--- config.mk ---
export PLATFORM = sky130hd
export DESIGN_NAME = divider
export DESIGN_NICKNAME = d
export VERILOG_FILES = /design/src/rtl/divider.sv
export SDC_FILE = /design/constraint.sdc
export NUM_CORES = 1
export LEC_CHECK = 0
export ABC_AREA = 1
export CELL_PAD_IN_SITES_DETAIL_PLACEMENT = 1
export CELL_PAD_IN_SITES_GLOBAL_PLACEMENT = 1
export CORE_UTILIZATION = 30
export CTS_CLUSTER_SIZE = 16
export DETAILED_ROUTE_END_ITERATION = 8
export PLACE_DENSITY_LB_ADDON = 0.1
export SLEW_MARGIN = 20
export SYNTH_ARGS = -nofsm -noshare
export SYNTH_HDL_FRONTEND = slang
export SYNTH_SLANG_ARGS = --single-unit
--- constraint.sdc ---
create_clock -name clk -period 1.5 [get_ports clk]
set_input_delay 0.15 -clock clk [delete_from_list [all_inputs] [get_ports clk]]
set_output_delay 0.15 -clock clk [all_outputs]
set_load 0.005 [all_outputs]
--- src/rtl/divider.sv ---
// Sequential unsigned restoring divider: one quotient bit per clock, with a
// start/busy/valid handshake for the calculator control FSM.
module divider #(
  parameter int unsigned inSize = 4
) (
  input  logic              clk,
  input  logic              rst,
  input  logic              en,
  input  logic [inSize-1:0] A,
  input  logic [inSize-1:0] B,
  output logic [inSize-1:0] quotient,
  output logic [inSize-1:0] remainder,
  output logic              valid,
  output logic              busy,
  output logic              div_by_zero
);

  localparam int unsigned CW = $clog2(inSize + 1);

  typedef enum logic [1:0] {
    S_IDLE   = 2'd0,
    S_DIVIDE = 2'd1,
    S_DONE   = 2'd2
  } state_t;

  state_t              r_state;
  // Dividend bits shift out at the top while quotient bits shift in at the
  // bottom, so after inSize steps this register holds the quotient.
  logic [inSize-1:0]   r_dividend;
  logic [inSize-1:0]   r_divisor;
  // Partial remainder is always < divisor after each step, so inSize bits
  // suffice to hold it; the extra bit only exists in the shifted trial value.
  logic [inSize-1:0]   r_rem;
  logic [CW-1:0]       r_count;

  logic [inSize:0]     w_rshift;
  logic                w_ge;
  logic [inSize-1:0]   w_rem_next;
  logic [inSize-1:0]   w_dividend_next;

  // One restoring step: shift in next dividend bit, trial-subtract divisor.
  always_comb begin
    w_rshift        = {r_rem, r_dividend[inSize-1]};
    w_ge            = (w_rshift >= {1'b0, r_divisor});
    w_rem_next      = w_ge ? inSize'(w_rshift - {1'b0, r_divisor})
                           : w_rshift[inSize-1:0];
    w_dividend_next = {r_dividend[inSize-2:0], w_ge};
  end

  // Control FSM, datapath registers and registered result outputs.
  always_ff @(posedge clk or posedge rst) begin
    if (rst) begin
      r_state     <= S_IDLE;
      r_dividend  <= '0;
      r_divisor   <= '0;
      r_rem       <= '0;
      r_count     <= '0;
      quotient    <= '0;
      remainder   <= '0;
      valid       <= 1'b0;
      busy        <= 1'b0;
      div_by_zero <= 1'b0;
    end else begin
      case (r_state)
        S_IDLE: begin
          valid <= 1'b0;
          if (en) begin
            r_dividend <= A;
            r_divisor  <= B;
            r_rem      <= '0;
            r_count    <= CW'(inSize);
            busy       <= 1'b1;
            if (B == '0) begin
              // Zero divisor skips the iteration and reports a saturated result.
              r_state     <= S_DONE;
              quotient    <= '1;
              remainder   <= A;
              div_by_zero <= 1'b1;
              valid       <= 1'b1;
            end else begin
              r_state <= S_DIVIDE;
            end
          end
        end
        S_DIVIDE: begin
          r_dividend <= w_dividend_next;
          r_rem      <= w_rem_next;
          r_count    <= r_count - CW'(1);
          if (r_count == CW'(1)) begin
            r_state     <= S_DONE;
            quotient    <= w_dividend_next;
            remainder   <= w_rem_next;
            div_by_zero <= 1'b0;
            valid       <= 1'b1;
          end
        end
        S_DONE: begin
          r_state <= S_IDLE;
          valid   <= 1'b0;
          busy    <= 1'b0;
        end
        default: begin
          r_state <= S_IDLE;
          valid   <= 1'b0;
          busy    <= 1'b0;
        end
      endcase
    end
  end

endmodule
======== After elaboration in Yosys (flattened, before gate mapping) ========
Index checks and enable logic that the tools add are counted.
word-level totals
  bits in registers ....................... 28
  latch bits .............................. 0
  memory bits (writable) .................. 0
  ROM bits ................................ 0
  output and inout bits ................... 11
  logic and storage cells ................. 56
  memories ................................ 0
cells by class
  add/sub/neg operators ................... 2
  multiply operators ...................... 0
  div/mod/pow operators ................... 0
  order comparisons ....................... 1
  eq/ne operators ......................... 5
  shifts and indexed selects .............. 0
  mux-type cells .......................... 29
  bitwise gates (word level) .............. 1
  reduce and logical (&&, ||, !) cells .... 8
operators by type and width
  cell                                                 count
  two-way mux 4 bit                                    9
  one-hot mux 4 bit (2 select lines)                   4
  AND reduction 2 bit                                  4
  two-way mux 1 bit                                    7
  two-way mux 2 bit                                    3
  != test 2 bit, second input constant                 3
  one-hot mux 1 bit (2 select lines)                   3
  one-hot mux 3 bit (2 select lines)                   1
  greater-or-equal comparator 5 x 4 -> 1 bit           1
  zero test 4 bit                                      1
  one-hot mux 2 bit (2 select lines)                   1
  AND reduction 4 bit                                  1
  subtractor 4 bit                                     1
  equality test 3 x 1 -> 1 bit, second input constant  1
  two-way mux 3 bit                                    1
  subtractor 3 x 1 -> 3 bit, second input constant     1
  equality test 2 x 1 -> 1 bit, second input constant  1
  zero test 2 bit                                      1
  nonzero test 2 bit                                   1
  inverter 1 bit                                       1

======== Logic depth before layout (Yosys ltp) ========
Gate-level depths: netlist (run 1).
  depth after elaboration ................. 4
  gate-level depth with buffers ........... 11

======== Worst setup path after synthesis (run 1) ========
OpenSTA, ideal clock, no wires.
  path type ............................... reg-to-reg
  start ................................... register r_rem[1]
  end ..................................... register remainder[0]
  setup time .............................. 113 ps
  arrival time ............................ 1394 ps
  data required time ...................... 1387 ps
  slack ................................... -7 ps
  cell stages (with the launch flop) ...... 10
  path buffers ............................ 0
  period minus slack after synthesis ...... 1507 ps
  path through ............................ dfrtp_1 ha_1 a21oi_1 nand2_1 nand2_1 nand2_2 nand3_1 nand3_1 nand2_1 inv_1
between the ends
  cells in the longest elaborated chain, start to end .. 4
RTL lines
  what                                        RTL line  text
  start: declaration                          33        logic [inSize-1:0] r_rem;
  start signal: assignment                    87        r_rem <= w_rem_next;
  greater-or-equal comparator 5 x 4 -> 1 bit  44        w_ge = (w_rshift >= {1'b0, r_divisor});
  two-way mux 4 bit                           45        w_rem_next = w_ge ? inSize'(w_rshift - {1'b0, r_divisor})
  two-way mux 4 bit                           89        if (r_count == CW'(1)) begin
  one-hot mux 4 bit (2 select lines)          64        case (r_state)
  end signal: assignment                      92        remainder <= w_rem_next;
  end: declaration                            12        output logic [inSize-1:0] remainder,
Every way passes these cells. The select of a mux whose other input is x is not followed.
A chain may end at the register's enable or synchronous reset.

======== Final worst setup path (run 1) ========
  start ................................... register r_rem[0]
  end ..................................... register remainder[0]
The elaborated chain is that of the path after synthesis.

==> flow_summary.ini, run 1 <==
[synth]
netlist_instances = 170
synth_seq_cells = 28
synth_area_leaders = dfrtp_1, inv_1, nand2_1, nand3_1, ha_1
yosysUniqueCellTypes = 27
netlist_area_mm2 = 0.00147
yosysSeqAreaShare_pct = 47.8
post-synth-top-area-fraction_pct = 47.8
syn_area_per_cell_um2 = 8.62
synth_fp_nets = 188
synth_area_leader_cell = dfrtp_1
yosys_warnings = 0

[clocking]
clock-sinks = 28
cts_root_buffer = clkbuf_8
clock_path_buffers = 2
cts_tree = done
cts.reportedPaths.clkPinSlew_ns = 0.10
cts_buffers = 3
cts-htree-levels = 1
cts.hold.buffers_added = 0
insertion_delay_ns = 0.29

[timing]
fin_ws_ns = -0.0224
max_freq_ghz = 0.657
maxSlewViolCount = 0
tns_ns = -0.0564
hold_violations = 0
holdWs_ns = 0.222
final_period_minus_worst_setup_slack_ns = 1.52
worst_slew_pin_slew_ns = 0.379
rsz0062_at_grt = yes
finalCritPeriodShare_pct = 101
fin_worst_skew_ns = 0.0106
setup_viol = 3
slew_headroom_pct = 74.8

[pwr]
p_leak_nw = 1.02
p_int_mw = 2.89
p_sw_mw = 2.24
vdd_ir_drop_max_mv = 0.701
swShare_pct = 43.7
powerDensity_mw_per_mm2 = 2440
p_comb_share_pct = 64.6
p_seq_share_pct = 25.8
power_mw = 5.13
clkPwrFrac_pct = 9.6

[setup_path]
startpoint = r_rem[0]$_DFFE_PP0P_
ff2ff_setup_slack_ns = -0.02
max_stage_delay_ns = 0.44
end_kind = flip-flop
cp.arrival_ns = 1.75
cp_cell_sequence = ha_4 > nand2_4 > nor2_2 > nor2_4 > nand4_1 > nand3_2 > nand2_1 > inv_1
reg2reg_from = r_rem[0]$_DFFE_PP0P_
rr_worst_depth = 8
startpoint_type = flip-flop
reg2reg_to = remainder[0]$_DFFE_PP0P_
crit_required_ns = 1.73
worst_path_max_delay_cell = dfrtp_1
critPathMaxFanout = 5
criticalPathCategory = reg2reg
cp-endpoint = remainder[0]$_DFFE_PP0P_

[placement]
dpl_cell_area_mm2 = 0.00185
pre_cts_slack_ns = -0.151
routabilityCongestion = 0.804
hpwl_um = 2800
place_inst = 269
numPortBuffers = 21

[cells_and_area]
fin_cells = 277
area_growth_pct = 43.3
final_nets = 229
design_area_mm2 = 0.00210
final_cell_mix = inv_1, dfrtp_1, nand2_1
final_common_cell = inv_1
antenna_cells = 0
drive_gt1_share_pct = 31.0
utilization_pct = 44.5
fillCellCount = 549

[drt]
first_iter_violations = 64
dr.pass1.iters = 4
via_count = 1222
routed_via_density = 4.41
totalWireLength_um = 3800
antenna_left = 0
drc = 0
avgRoutedWirePerCell_um = 13.7

[worst_hold_path]
min_path_type = in2async

[outcome]
violations = setup timing
outcome = finished with violations

[floorplan]
num_rows = 25
chipWidth_um = 71.9
die_area_mm2 = 0.00517
initial_utilization_pct = 31.0
core_mm2 = 0.00472
io-pin-count = 22
die_h_um = 71.9

[global_routing]
grt_max_degree = 29
grt_usage_pct = 15.9
grt_overflow = 0
grt_pass1_wl_um = 6130
grt_pass1_vias = 1271
antenna_found_initial = 0

[flow_run]
drv_cap = 0
==> timing repair <==
action                     in CTS  in global routing
pin swaps                       5                 16
hold endpoints to repair        0                  0
setup endpoints to repair       9                 13
gates resized for setup        11                 23
buffers inserted                0                  5
gates cloned                    0                  0
==> final cells by class <==
type	instances	area (µm²)	share of cell area, %
Clock buffer	4	55.1	2.62
Inverter	36	135	6.44
Timing Repair Buffer	40	357	17.0
Tap cell	67	83.8	3.99
Sequential cell	28	701	33.4
Multi-Input combinational cell	102	768	36.6
==> layer usage <==
| layer | up-vias | GRT usage [%] | routed length (µm) |
|---|---|---|---|
| li1 | 617 | - | - |
| met1 | 588 | 19.9 | 1740 |
| met2 | 11 | 27.3 | 1910 |
| met3 | 6 | 1.69 | 73 |
| met5 | - | 0 | 0 |
| met4 | 0 | 7.84 | 73 |
==> sequential cells by signal (all words and copies together) (netlist names) <==
name / count
busy: 1
div_by_zero: 1
quotient: 4
r_count: 3
r_dividend: 4
r_divisor: 4
r_rem: 4
r_state: 2
remainder: 4
valid: 1
==> critical path, delay by kind of cell (launching register included) <==
kind,cells,cell delay (ns)
and+or+nand+nor,6,0.70
buffers and inverters,1,0.05
DFF,1,0.44
adders and majority gates,1,0.28
==> kinds of logic (layout without fill, tap and decap cells) <==
| group | count (synthesis) | after routing | share of synthesized area, % |
|---|---|---|---|
| simple gates | 74 | 74 | 25.4 |
| compound gates | 19 | 19 | 8.03 |
| fa+ha+maj | 7 | 7 | 6.49 |
| buf+inv | 40 | 80 | 10.9 |
| xor+xnor | 1 | 1 | 0.598 |
| mux | 1 | 1 | 0.769 |
| flops | 28 | 28 | 47.8 |
==> worst min path at each step <==
stage,from,to,slack (ns),cells past startpoint
finish,rst,r_count[1]$_DFFE_PP0P_,0.22,3
global route,rst,r_count[1]$_DFFE_PP0P_,0.27,3
CTS,rst,quotient[3]$_DFFE_PP0P_,0.24,3
detailed placement,busy$_DFFE_PP0P_,busy$_DFFE_PP0P_,0.48,2
global placement,busy$_DFFE_PP0P_,busy$_DFFE_PP0P_,0.46,2
floorplan,rst,busy$_DFFE_PP0P_,0.22,1
==> synthesized netlist by cell type <==
cell and number:
buf_6 1, fa_1 1, clkbuf_1 1, nand3_4 1
a21oi_1 4, o221ai_1 3, a22oi_1 3, inv_1 33
nand2_2 3, o211ai_1 1, inv_2 3, nor2_1 6
mux2_2 1, nand4_1 5, xnor2_1 1, o21ai_0 6
buf_2 2, o22ai_1 1, nand3_1 16, nor2_2 5
dfrtp_1 28, nand2_4 2, nand2_1 31, o21ai_1 1
ha_1 6, or2_2 1, or2_1 4
==> power groups by stage <==
stage                     logic [mW]  registers [mW]  clock network, mW
after global routing            3.69            1.36              0.527
after CTS                       2.86            1.31              0.507
after detailed placement        2.59            1.31                  0
after floorplan                 1.59            1.29                  0
after global placement          2.52            1.29                  0
final                           3.31            1.32              0.492
No activity file was read; power rests on OpenSTA's default activity.
==> inputs of run 2 (changes only) <==
--- a/config.mk
+++ b/config.mk
@@ -5,7 +5,6 @@
 export SDC_FILE = /design/constraint.sdc
 export NUM_CORES = 1
 export LEC_CHECK = 0
-export ABC_AREA = 1
 export CELL_PAD_IN_SITES_DETAIL_PLACEMENT = 1
 export CELL_PAD_IN_SITES_GLOBAL_PLACEMENT = 1
 export CORE_UTILIZATION = 30
==> constraint.sdc (replaced) <==
create_clock -name clk -period 1.5 [get_ports clk]
set_input_delay 0.15 -clock clk [delete_from_list [all_inputs] [get_ports clk]]
set_output_delay 0.15 -clock clk [all_outputs]
set_load 0.1 [all_outputs]
==> flow_summary.ini, run 2 <==
[outcome]
outcome = finished with violations
violations = setup timing

[timing]
fin_worst_skew_ns = 0.00318
hold_violations = 0
rsz0062_at_grt = yes
finalCritPeriodShare_pct = 120
setup_viol = 10
worst_slew_pin_slew_ns = 0.379
holdWs_ns = 0.248
tns_ns = -2.01
final_period_minus_worst_setup_slack_ns = 1.79
maxSlewViolCount = 0
max_freq_ghz = 0.558
slew_headroom_pct = 74.7
fin_ws_ns = -0.293

[setup_path]
cp.arrival_ns = 1.95
ff2ff_setup_slack_ns = -0.29
criticalPathCategory = reg2reg
critPathMaxFanout = 4
crit_required_ns = 1.65
startpoint_type = flip-flop
end_kind = flip-flop

[drt]
avgRoutedWirePerCell_um = 15.1
antenna_left = 0
wl_met2_um = 1880
met1_length_um = 1720
routed_via_density = 4.85
wl_met3_um = 97
drc = 0
first_iter_violations = 38
topRoutingLayerUsed = met4
dr.pass1.iters = 4
via_count = 1203
totalWireLength_um = 3740

[synth]
synthMuxAreaShare_pct = 0
synthTopCellsByCount = nand2_1, dfrtp_1, nor2_1, a31oi_1, o21ai_0
yosysUniqueCellTypes = 31
synth_edf_count = 0
syn_area_per_cell_um2 = 9.44
synth_area_leader_cell = dfrtp_1
synth-xor-area-share_pct = 0.645
yosys.area_share.simple_pct = 21.4
synth_area_leaders = dfrtp_1, nand2_1, ha_1, nor2_1, a31oi_1
async_flop_share_pct = 100
post-synth-top-area-fraction_pct = 51.6
synth_flop_cell = dfrtp_1
netlist_area_mm2 = 0.00136
synth_fp_nets = 162
synth_top_family_by_area = simple AND/OR/NAND/NOR gates
synthAdderAreaFrac_pct = 7.00
yosys.cell_count.top_type = nand2_1
synth_compound_area_share_pct = 14.9
yosys_warnings = 0
synth_seq_cells = 28
netlist_instances = 144
yosysSeqAreaShare_pct = 51.6

[clocking]
cts_tree = done
insertion_delay_ns = 0.27
clock_path_buffers = 2
cts.reportedPaths.clkPinSlew_ns = 0.10
cts_root_buffer = clkbuf_8
clock-sinks = 28
cts.hold.buffers_added = 0
cts_buffers = 3
cts-htree-levels = 1

[cells_and_area]
final_common_cell = buf_4
fin_cells = 248
antenna_cells = 0
final_nets = 215
area_growth_pct = 59.8
utilization_pct = 49.9
drive_gt1_share_pct = 35.7
final_cell_mix = buf_4, nand2_1, dfrtp_1

[worst_hold_path]
min_path_type = in2async

[global_routing]
grt_pass1_vias = 1333
grt_usage_pct = 16.8
grt_max_degree = 29
grt_overflow = 0
grt_pass1_wl_um = 6430
antenna_found_initial = 0

[placement]
numPortBuffers = 21
hpwl_um = 2830
routabilityCongestion = 0.842
place_inst = 238

[floorplan]
initial_utilization_pct = 31.2
core_mm2 = 0.00435
die_area_mm2 = 0.00480
chipWidth_um = 69.3
num_rows = 24
io-pin-count = 22
die_h_um = 69.3

[flow_run]
drv_cap = 0
## run 2: worst max-delay path, stage by stage, from the launching register on
cell	delay, ns
dfrtp_1	0.40
inv_2	0.08
ha_4	0.20
nor2b_4	0.13
o31a_4	0.28
or2_4	0.26
o211ai_1	0.22
a31oi_1	0.12
## run 2: worst paths after layout
path                       cells past startpoint                       end                      from
max in group asynchronous                      3  remainder[0]$_DFFE_PP0P_                       rst
min                                            3  remainder[3]$_DFFE_PP0P_                       rst
min reg2reg                                    1    r_count[2]$_DFFE_PP0P_    r_count[2]$_DFFE_PP0P_
max                                            7  remainder[0]$_DFFE_PP0P_  r_divisor[1]$_DFFE_PP0P_
max reg2reg                                    7  remainder[0]$_DFFE_PP0P_  r_divisor[1]$_DFFE_PP0P_
min in group clk                               3  r_divisor[2]$_DFFE_PP0P_                      B[2]
## run 2: area by class of cell
cell class,instances,area (µm²)
multi-input combinational,102,714
timing repair buffer,53,586
clock inverter,1,30.0
sequential,28,701
fill,475,2180
tap,52,65.1
clock buffer,3,41.3
inverter,9,33.8
## run 2: logic make-up (layout without fill, tap and decap cells)
family	count (synthesis)	after routing
xor gates and xnor gates	1	1
AOI/OAI and AO/OA	31	31
adders and majority gates	7	7
buffers and inverters	14	66
DFF	28	28
and+or+nand+nor	63	63
## run 2: layer usage
metal,vias up,track usage [%]
li1,595,-
met1,587,21.6
met2,17,29.2
met3,4,2.91
met4,0,4.31
met5,-,0
## run 2: what timing repair did
item | 4_1_cts | 5_1_grt
buffers inserted | 3 | 3
pin swaps | 4 | 5
endpoints found under the setup margin | 10 | 12
resized for setup | 5 | 16
## run 2: metrics by stage
step	worst slack (ns)	cell area [µm²]
after floorplan	-0.269	1360
after global placement	-0.272	1940
after detailed placement	-0.351	1940
after CTS	-0.344	2050
after global routing	-0.386	2170
final	-0.293	2170
Power of run 2 is left out: the tool's default activity adds up to more than one toggle a clock period on the data nets, which glitch-free logic cannot reach.
